$ cat src/rtl/regfile_read_arbiter_pkg.sv
// Shared definitions for the register-file read arbiter and its helpers.
// Holds the FSM encoding and the default register-file geometry.
package regfile_read_arbiter_pkg;

  // Default register-file geometry: 32 words of 32 bits, 5-bit select.
  localparam int DEF_ADDR_W  = 5;
  localparam int DEF_DATA_W  = 32;
  localparam int DEF_NUM_REQ = 4;
  localparam int DEF_ID_W    = 2;

  // Arbiter FSM encoding. Values are fixed so that other blocks
  // observing the state (debug taps, assertions) agree on the meaning.
  typedef enum logic [1:0] {
    ST_IDLE   = 2'd0,
    ST_SAMPLE = 2'd1,
    ST_RESP   = 2'd2
  } arb_state_t;

endpackage : regfile_read_arbiter_pkg

$ cat src/rtl/regfile_read_arbiter_picker.sv
// Round-robin priority picker: finds the first valid requester at or
// after the rotating pointer, wrapping around, and reports it both as a
// one-hot grant vector and as a binary id. Purely combinational.
module rr_priority_picker
  import regfile_read_arbiter_pkg::*;
#(
  parameter int NUM_REQ = DEF_NUM_REQ,
  parameter int ID_W    = DEF_ID_W
) (
  input  logic [NUM_REQ-1:0] req_valid,
  input  logic [ID_W-1:0]    rr_ptr,
  output logic [NUM_REQ-1:0] grant,
  output logic [ID_W-1:0]    grant_id
);

  logic w_found;

  // Scan NUM_REQ positions starting at rr_ptr; the id arithmetic wraps
  // naturally because NUM_REQ is a power of two and ID_W = log2(NUM_REQ).
  always_comb begin
    logic [ID_W-1:0] w_idx;
    w_found  = 1'b0;
    grant_id = '0;
    w_idx    = '0;
    for (int k = 0; k < NUM_REQ; k++) begin
      w_idx = rr_ptr + ID_W'(k);
      if (!w_found && req_valid[w_idx]) begin
        w_found  = 1'b1;
        grant_id = w_idx;
      end
    end
  end

  // Expand the winning id into a one-hot grant, all zero when nobody asks.
  generate
    for (genvar gi = 0; gi < NUM_REQ; gi++) begin : g_grant
      assign grant[gi] = w_found && (grant_id == ID_W'(gi));
    end
  endgenerate

endmodule : rr_priority_picker

$ cat src/rtl/regfile_read_arbiter.sv
// Shares the register-file read mux between NUM_REQ requesters.
// A request is accepted in IDLE, its address is registered onto the mux
// select, the mux output is captured one cycle later and then offered on
// the response bus until the consumer takes it.
module regfile_read_arbiter
  import regfile_read_arbiter_pkg::*;
#(
  parameter int NUM_REQ = DEF_NUM_REQ,
  parameter int ADDR_W  = DEF_ADDR_W,
  parameter int DATA_W  = DEF_DATA_W,
  parameter int ID_W    = DEF_ID_W
) (
  input  logic                      clk,
  input  logic                      rst_n,
  input  logic [NUM_REQ-1:0]        req_valid,
  input  logic [NUM_REQ*ADDR_W-1:0] req_addr,
  output logic [NUM_REQ-1:0]        req_ready,
  output logic [ADDR_W-1:0]         mux_address,
  input  logic [DATA_W-1:0]         mux_data,
  output logic                      resp_valid,
  output logic [ID_W-1:0]           resp_id,
  output logic [DATA_W-1:0]         resp_data,
  input  logic                      resp_ready
);

  arb_state_t r_state;
  arb_state_t w_state_next;

  logic [ID_W-1:0]    r_rr_ptr;
  logic [ID_W-1:0]    r_win_id;
  logic [ADDR_W-1:0]  r_mux_address;
  logic               r_resp_valid;
  logic [ID_W-1:0]    r_resp_id;
  logic [DATA_W-1:0]  r_resp_data;

  logic [NUM_REQ-1:0] w_grant;
  logic [ID_W-1:0]    w_grant_id;
  logic [NUM_REQ-1:0] w_req_ready;
  logic               w_accept;
  logic [ID_W-1:0]    w_rr_ptr_next;
  logic [ADDR_W-1:0]  w_addr_arr [NUM_REQ];

  // Unpack the flat address bus so the winner can be selected by id.
  generate
    for (genvar gi = 0; gi < NUM_REQ; gi++) begin : g_addr
      assign w_addr_arr[gi] = req_addr[gi*ADDR_W +: ADDR_W];
    end
  endgenerate

  rr_priority_picker #(
    .NUM_REQ (NUM_REQ),
    .ID_W    (ID_W)
  ) u_picker (
    .req_valid (req_valid),
    .rr_ptr    (r_rr_ptr),
    .grant     (w_grant),
    .grant_id  (w_grant_id)
  );

  // The pointer moves just past the winner so it has lowest priority next.
  assign w_rr_ptr_next = (w_grant_id == ID_W'(NUM_REQ - 1)) ? '0 : w_grant_id + ID_W'(1);

  // State register.
  always_ff @(posedge clk) begin
    if (!rst_n) begin
      r_state <= ST_IDLE;
    end else begin
      r_state <= w_state_next;
    end
  end

  // Next-state and accept strobe. Nothing is accepted while reset is held,
  // so a request presented during reset is never acknowledged.
  always_comb begin
    w_state_next = r_state;
    w_req_ready  = '0;
    w_accept     = 1'b0;
    case (r_state)
      ST_IDLE: begin
        if (rst_n && (|req_valid)) begin
          w_req_ready  = w_grant;
          w_accept     = 1'b1;
          w_state_next = ST_SAMPLE;
        end
      end
      ST_SAMPLE: begin
        w_state_next = ST_RESP;
      end
      ST_RESP: begin
        if (resp_ready) begin
          w_state_next = ST_IDLE;
        end
      end
      default: begin
        w_state_next = ST_IDLE;
      end
    endcase
  end

  // Arbitration bookkeeping: mux select, winner id and round-robin pointer
  // change only on an accepted request.
  always_ff @(posedge clk) begin
    if (!rst_n) begin
      r_rr_ptr      <= '0;
      r_win_id      <= '0;
      r_mux_address <= '0;
    end else if (w_accept) begin
      r_rr_ptr      <= w_rr_ptr_next;
      r_win_id      <= w_grant_id;
      r_mux_address <= w_addr_arr[w_grant_id];
    end
  end

  // Response registers: capture the settled mux output after SAMPLE and
  // hold it until the consumer accepts.
  always_ff @(posedge clk) begin
    if (!rst_n) begin
      r_resp_valid <= 1'b0;
      r_resp_id    <= '0;
      r_resp_data  <= '0;
    end else if (r_state == ST_SAMPLE) begin
      r_resp_valid <= 1'b1;
      r_resp_id    <= r_win_id;
      r_resp_data  <= mux_data;
    end else if ((r_state == ST_RESP) && resp_ready) begin
      r_resp_valid <= 1'b0;
    end
  end

  assign req_ready   = w_req_ready;
  assign mux_address = r_mux_address;
  assign resp_valid  = r_resp_valid;
  assign resp_id     = r_resp_id;
  assign resp_data   = r_resp_data;

endmodule : regfile_read_arbiter

$ cat config.mk
export PLATFORM = sky130hd
export DESIGN_NAME = regfile_read_arbiter
export DESIGN_NICKNAME = d
export VERILOG_FILES = /design/src/rtl/regfile_read_arbiter_pkg.sv /design/src/rtl/regfile_read_arbiter_picker.sv /design/src/rtl/regfile_read_arbiter.sv
export SDC_FILE = /design/constraint.sdc
export NUM_CORES = 1
export LEC_CHECK = 0
export CORE_ASPECT_RATIO = 0.75
export CORE_MARGIN = 8
export CORE_UTILIZATION = 44
export CTS_BUF_LIST = sky130_fd_sc_hd__clkbuf_4
export CTS_CLUSTER_SIZE = 28
export DETAILED_ROUTE_END_ITERATION = 12
export PLACE_DENSITY = 0.87
export SLEW_MARGIN = 40
export SYNTH_ARGS = -nofsm -noshare
export SYNTH_HDL_FRONTEND = slang
export SYNTH_SLANG_ARGS = --single-unit
$ cat constraint.sdc
create_clock -name clk -period 3.6 [get_ports clk]
set_clock_uncertainty 0.05 [all_clocks]
set_input_delay 0.72 -clock clk [delete_from_list [all_inputs] [get_ports clk]]
set_output_delay 0.72 -clock clk [all_outputs]
set_load 0.03 [all_outputs]
==> results.sh, run 1 <==
export IMPL_whs_ns=0.4167
export IMPL_synth_area_sq_um=2022
export IMPL_combinationalPowerShare_pct=35.7
export IMPL_nets=406
export IMPL_dp_hpwl_mm=4.816
export IMPL_slew_violations=0
export IMPL_synthCells=238
export IMPL_grtUsageTotal_pct=17.40
export IMPL_avgSynthCellArea_sq_um=8.496
export IMPL_yosys_top_cells_area="dfxtp_1 (46%), nand2_1 (14%), a21boi_0 (13%), and3_1 (4.3%), a211oi_1 (3.3%)"
export IMPL_rr_worst_depth=6
export IMPL_p_seq_share_pct=46.2
export IMPL_syn_nets=301
export IMPL_whs_endpoint="mux_address[0]"
export IMPL_synth_seq_cells=46
export IMPL_startpoint="req_valid[2]"
export IMPL_hold_class="reg -> reg"
export IMPL_outcome="completed"
export IMPL_h_tree_depth=2
export IMPL_post_route_min_period_ns=3.483
export IMPL_worstReg2RegStart="r_rr_ptr[0]"
export IMPL_worstSetupPathType="in -> out"
export IMPL_relSlewSlack_pct=61.40
export IMPL_rows=21
export IMPL_p_sw_share_pct=33.11
export IMPL_root_buffer="clkbuf_4"
export IMPL_hold_depth=2
export IMPL_switchingPower_uw=422.8
export IMPL_critPathTopFamily="simple AND/OR/NAND/NOR gates"
export IMPL_crit_required_ns=2.83
export IMPL_num_vias=2004
export IMPL_place_ws_ns=-0.1306
export IMPL_core_area_sq_um=4441
export IMPL_max_freq_mhz=287.1
export IMPL_final_period_utilization_pct=96.74
export IMPL_dpl_cell_area_sq_um=3123
export IMPL_avgViaCountPerCell=4.998
export IMPL_p_int_uw=854.2
export IMPL_start_kind="input port"
export IMPL_yosysWarnings=0
export IMPL_crit_slowest_cell="or4b_4"
export IMPL_dr_pass1_iters=4
export IMPL_cp_slowest_stage_delay_ns=0.53
export IMPL_maxCapViolCount=0
export IMPL_cts_tree="built"
export IMPL_irDropWorstVdd_mv=0.2241
export IMPL_synth_top_area_share_pct=45.54
export IMPL_crit_arrival_ns=2.71
export IMPL_regToRegSetupSlack_ns=1.61
export IMPL_postRouteAntennaNets=0
export IMPL_hp_start="mux_address[0]"
export IMPL_setup_ws_ns=0.1172
export IMPL_p_clk_share_pct=18.1
export IMPL_grt_pass1_vias=2061
export IMPL_cts_buffers=5
export IMPL_ys_seq_area_share_pct=45.54
export IMPL_grt_max_degree=43
export IMPL_die_width_um=94.28
export IMPL_die_area_sq_um=7043
export IMPL_area_growth_syn_to_layout_pct=56.99
export IMPL_tightest_slew_ns=0.5764
export IMPL_routabilityCongestion=0.7405
export IMPL_io_buffer_count=102
export IMPL_die_h_um=74.71
export IMPL_worst_setup_path_end_kind="output pin"
export IMPL_grt_antenna_before_repair=0
export IMPL_rsz0062_at_grt="false"
export IMPL_path_cells="clkdlybuf4s50_1 -> nor2b_4 -> or4b_4 -> and2_4 -> ha_1 -> and3_1 -> dlygate4sd2_1"
export IMPL_hold_viol=0
export IMPL_clk_latency_ns=0.34
export IMPL_path_buf_inv=2
export IMPL_design_area_sq_um=3174
export IMPL_totalWireLength_mm=6.037
export IMPL_clock_sinks=46
export IMPL_setup_violations=0
export IMPL_initial_core_util_pct=45.53
export IMPL_max_clock_path_buffers=2
export IMPL_grt_overflow_total=0
export IMPL_grt_pass1_wl_mm=9.673
export IMPL_drtIter0Drc=94
export IMPL_clkTransAtPathRegs_ns=0.11
export IMPL_drc=0
export IMPL_ioPinCount=103
export IMPL_avgRoutedWirePerCell_um=15.05
export IMPL_drive_gt1_share_pct=8.140
export IMPL_power_density_nw_per_um2=402.3
export IMPL_rr_endpoint="mux_address[4]"
export IMPL_crit_fanout=4
export IMPL_yosysTopAreaCell="dfxtp_1"
export IMPL_antenna_cells=0
export IMPL_synthDistinctLibCells=32
export IMPL_p_leak_uw=0.001236
## through the flow
stage	util [%]	instances	TNS, ns	total power (uW)
finish	71.48	401	0	1277
global route	71.48	401	0	1352
CTS	71.48	401	0	1292
detailed placement	70.33	393	-0.2501	1061
global placement	70.33	393	-0.2140	1051
floorplan	-	238	0	855.9
## worst register-to-register path: cells and delay by family (launching register included)
family	cells	cell delay [ns]
and+or+nand+nor	3	0.80
DFF	1	0.46
AOI/OAI and AO/OA	2	0.39
buffers and inverters	1	0.19
## logic make-up (layout without fill, tap and decap cells)
group / after synthesis / after routing / synth area share (%)
buffers and inverters: 19 / 125 / 4.703
DFF: 46 / 46 / 45.54
adders and majority gates: 4 / 4 / 2.475
and+or+nand+nor: 111 / 111 / 25.43
AOI/OAI and AO/OA: 58 / 58 / 21.84
## cells in the mapped netlist
cell / count
o32ai_2: 1
nor2b_4: 1
nand3b_1: 1
nor2b_1: 4
inv_1: 2
nor3_1: 1
and3_1: 14
or4_1: 1
ha_1: 4
o21a_1: 1
or3_1: 1
dfxtp_1: 46
o211a_1: 1
buf_2: 2
clkbuf_1: 13
nor3b_1: 1
nor2_1: 2
a211oi_2: 1
and2_1: 3
nor4_1: 1
a21boi_0: 35
nand2_1: 78
buf_12: 1
a21boi_1: 1
o31ai_1: 5
nand2b_1: 1
a211oi_1: 9
o21ai_0: 3
or4b_4: 1
clkinv_4: 1
a21oi_1: 1
and2_4: 1
## per-layer routing
layer / GRT usage [%] / share of wire [%] / vias up
met2: 29.77 / 48 / 63
met1: 20.07 / 43 / 923
li1: - / - / 1012
met5: 0 / 0 / -
met4: 6.130 / 1.0 / 0
met3: 5.578 / 8.2 / 6
## layout make-up
type / instances / area, sq um
Clock buffer: 6 / 45.04
Clock inverter: 2 / 8.758
Fill cell: 386 / 1266
Inverter: 3 / 16.27
Multi-Input combinational cell: 173 / 1008
Sequential cell: 46 / 920.9
Tap cell: 57 / 71.32
Timing Repair Buffer: 114 / 1104
## flip-flops by register name, summed over array words and instances, names as in the netlist
name,flops
resp_id,2
r_state,2
resp_data,32
mux_address,5
resp_valid,1
r_rr_ptr,2
r_win_id,2
## placed cells by master (no fill, tap or decap), drive strengths merged
master / n
nand3b: 1
o31ai: 5
nor2b: 5
and3: 14
dfxtp: 46
inv: 2
nor3: 1
o32ai: 1
nor2: 2
nand2b: 1
o211a: 1
o21a: 1
or4b: 1
a21boi: 36
buf: 14
clkbuf: 6
nor3b: 1
or4: 1
clkdlybuf4s50: 98
dlygate4sd2: 2
ha: 4
clkinv: 3
o21ai: 3
a21oi: 1
nor4: 1
nand2: 78
and2: 4
a211oi: 10
or3: 1
## how the worst max path moves through the flow
| stage | to | slack, ns | depth (start not counted) |
|---|---|---|---|
| detailed placement | req_ready[0] | -0.13 | 7 |
| CTS | req_ready[0] | 0.11 | 7 |
| finish | req_ready[0] | 0.12 | 7 |
| floorplan | req_ready[3] | 0.68 | 7 |
| global route | req_ready[2] | 0.04 | 7 |
| global placement | req_ready[2] | -0.11 | 7 |
## power groups by stage
stage | sequential [uW] | combinational, uW | clock, uW
2_1_floorplan | 675 | 181 | 0
3_3_place_gp | 598 | 452 | 0
3_5_place_dp | 601 | 460 | 0
4_1_cts | 590 | 460 | 242
5_1_grt | 596 | 494 | 263
6_report | 590 | 456 | 231
## what timing repair did
| item | 4_1_cts | 5_1_grt |
|---|---|---|
| endpoints found under the setup margin | 2 | 0 |
| setup buffers | 0 | 0 |
| hold buffers | 0 | 0 |
| gates resized for setup | 2 | 0 |
Power figures use the tool's default switching activity.
==> inputs of run 2 (changes only) <==
REMOVE_ABC_BUFFERS = 1   (was unset)
TNS_END_PERCENT = 100   (was unset)
==> results.sh, run 2 (synthesized netlist as in run 1, its figures left out) <==
export IMPL_clk_latency_ns=0.35
export IMPL_grt_overflow_total=0
export IMPL_hold_class="reg -> reg"
export IMPL_avgRoutedWirePerCell_um=14.83
export IMPL_p_leak_uw=0.001240
export IMPL_placed_cells=391
export IMPL_antenna_cells=0
export IMPL_cts_buffers=5
export IMPL_nets=404
export IMPL_tightest_slew_ns=0.6566
export IMPL_grt_pass1_vias=1951
export IMPL_core_area_sq_um=4441
export IMPL_power_density_nw_per_um2=424.4
export IMPL_largest_reg_flops=32
export IMPL_setup_ws_ns=0.09594
export IMPL_clkTransAtPathRegs_ns=0.13
export IMPL_die_area_sq_um=7043
export IMPL_hold_viol=0
export IMPL_routabilityCongestion=0.8367
export IMPL_totalWireLength_mm=5.916
export IMPL_cts_tree="built"
export IMPL_layout_common_cells="clkdlybuf4s50_1 (97), nand2_1 (78), dfxtp_1 (46)"
export IMPL_regToRegSetupSlack_ns=1.63
export IMPL_h_tree_depth=2
export IMPL_grt_antenna_before_repair=0
export IMPL_postRouteAntennaNets=0
export IMPL_die_width_um=94.28
export IMPL_grtUsageTotal_pct=16.75
export IMPL_maxCapViolCount=0
export IMPL_setup_violations=0
export IMPL_num_vias=1979
export IMPL_worstSetupPathType="in -> out"
export IMPL_final_cells=399
export IMPL_die_h_um=74.71
export IMPL_start_kind="input port"
export IMPL_crit_arrival_ns=2.73
export IMPL_irDropWorstVdd_mv=0.3714
export IMPL_area_growth_syn_to_layout_pct=57.80
export IMPL_dr_pass1_iters=4
export IMPL_io_buffer_count=102
export IMPL_max_clock_path_buffers=2
export IMPL_drc=0
export IMPL_rows=21
export IMPL_crit_required_ns=2.83
export IMPL_layout_commonest_cell="clkdlybuf4s50_1"
export IMPL_root_buffer="clkbuf_4"
export IMPL_tns_ns=0
export IMPL_grt_pass1_wl_mm=9.308
export IMPL_grt_max_degree=44
export IMPL_drtIter0Drc=68
export IMPL_ioPinCount=103
export IMPL_rr_endpoint="r_rr_ptr[1]"
export IMPL_avgViaCountPerCell=4.960
export IMPL_hp_start="resp_data[12]"
export IMPL_fin_util_pct=71.85
export IMPL_relSlewSlack_pct=55.89
export IMPL_place_ws_ns=-0.1270
export IMPL_worst_setup_path_end_kind="output pin"
export IMPL_outcome="completed"
export IMPL_crit_fanout=13
export IMPL_whs_endpoint="resp_data[12]"
export IMPL_drive_gt1_share_pct=7.895
export IMPL_worstReg2RegStart="r_rr_ptr[0]"
export IMPL_dp_hpwl_mm=4.553
export IMPL_post_route_min_period_ns=3.504
export IMPL_rsz0062_at_grt="false"
export IMPL_slew_violations=0
export IMPL_clock_sinks=46
export IMPL_final_period_utilization_pct=97.33
export IMPL_initial_core_util_pct=45.53
export IMPL_rr_worst_depth=8
export IMPL_max_freq_mhz=285.4
export IMPL_hold_depth=2
export IMPL_cts_setup_buffers=0
==> run 2: worst max-delay path by stage <==
stage / start / end / slack [ns] / cells past startpoint
floorplan: req_valid[0] / req_ready[3] / 0.65 / 6
global placement: req_valid[0] / req_ready[2] / -0.09 / 7
detailed placement: req_valid[0] / req_ready[0] / -0.13 / 7
CTS: req_valid[0] / req_ready[3] / 0.09 / 9
global route: req_valid[1] / req_ready[1] / 0.03 / 9
finish: req_valid[2] / req_ready[3] / 0.1 / 9
==> run 2: stage by stage <==
stage / power, uW / hold slack (ns) / cell area, sq um
after global routing: 1432 / 0.4376 / 3191
after global placement: 1047 / 0.3884 / 3108
after detailed placement: 1060 / 0.3935 / 3108
after floorplan: 833.0 / 0.3912 / 1943
after CTS: 1371 / 0.4211 / 3188
final: 1354 / 0.4197 / 3191
==> run 2: layout make-up <==
| class | instances | area, sq um |
|---|---|---|
| clock buffer | 5 | 37.54 |
| clock inverter | 3 | 45.04 |
| fill | 360 | 1250 |
| inverter | 3 | 16.27 |
| multi-input combinational | 173 | 1008 |
| sequential | 46 | 920.9 |
| tap | 57 | 71.32 |
| timing repair buffer | 112 | 1091 |
==> run 2: metal layers <==
metal  up-vias  routed length [um]  GRT usage [%]
li1       1007                   -              -
met3         4                 451          5.677
met2        68                2918          29.08
met4         0                  55          5.429
met1       900                2490          18.99
met5         -                   0              0
==> run 2: what timing repair did <==
item,4_1_cts,5_1_grt
endpoints found under the hold margin,0,0
pin swaps,0,0
setup endpoints to repair,2,2
hold buffers,0,0
resized for setup,2,1
==> run 2: power by group <==
part	internal, uW	switching (uW)
registers	559	29.9
clock network	146	164
logic	213	243
==> run 2: critical path: stages <==
cell and delay, ns:
clkdlybuf4s50_1 0.45, nor2b_4 0.15, or4b_4 0.53, and2_4 0.18, buf_4 0.14, clkinv_4 0.09, ha_1 0.16, and3_1 0.15
buf_4 0.16
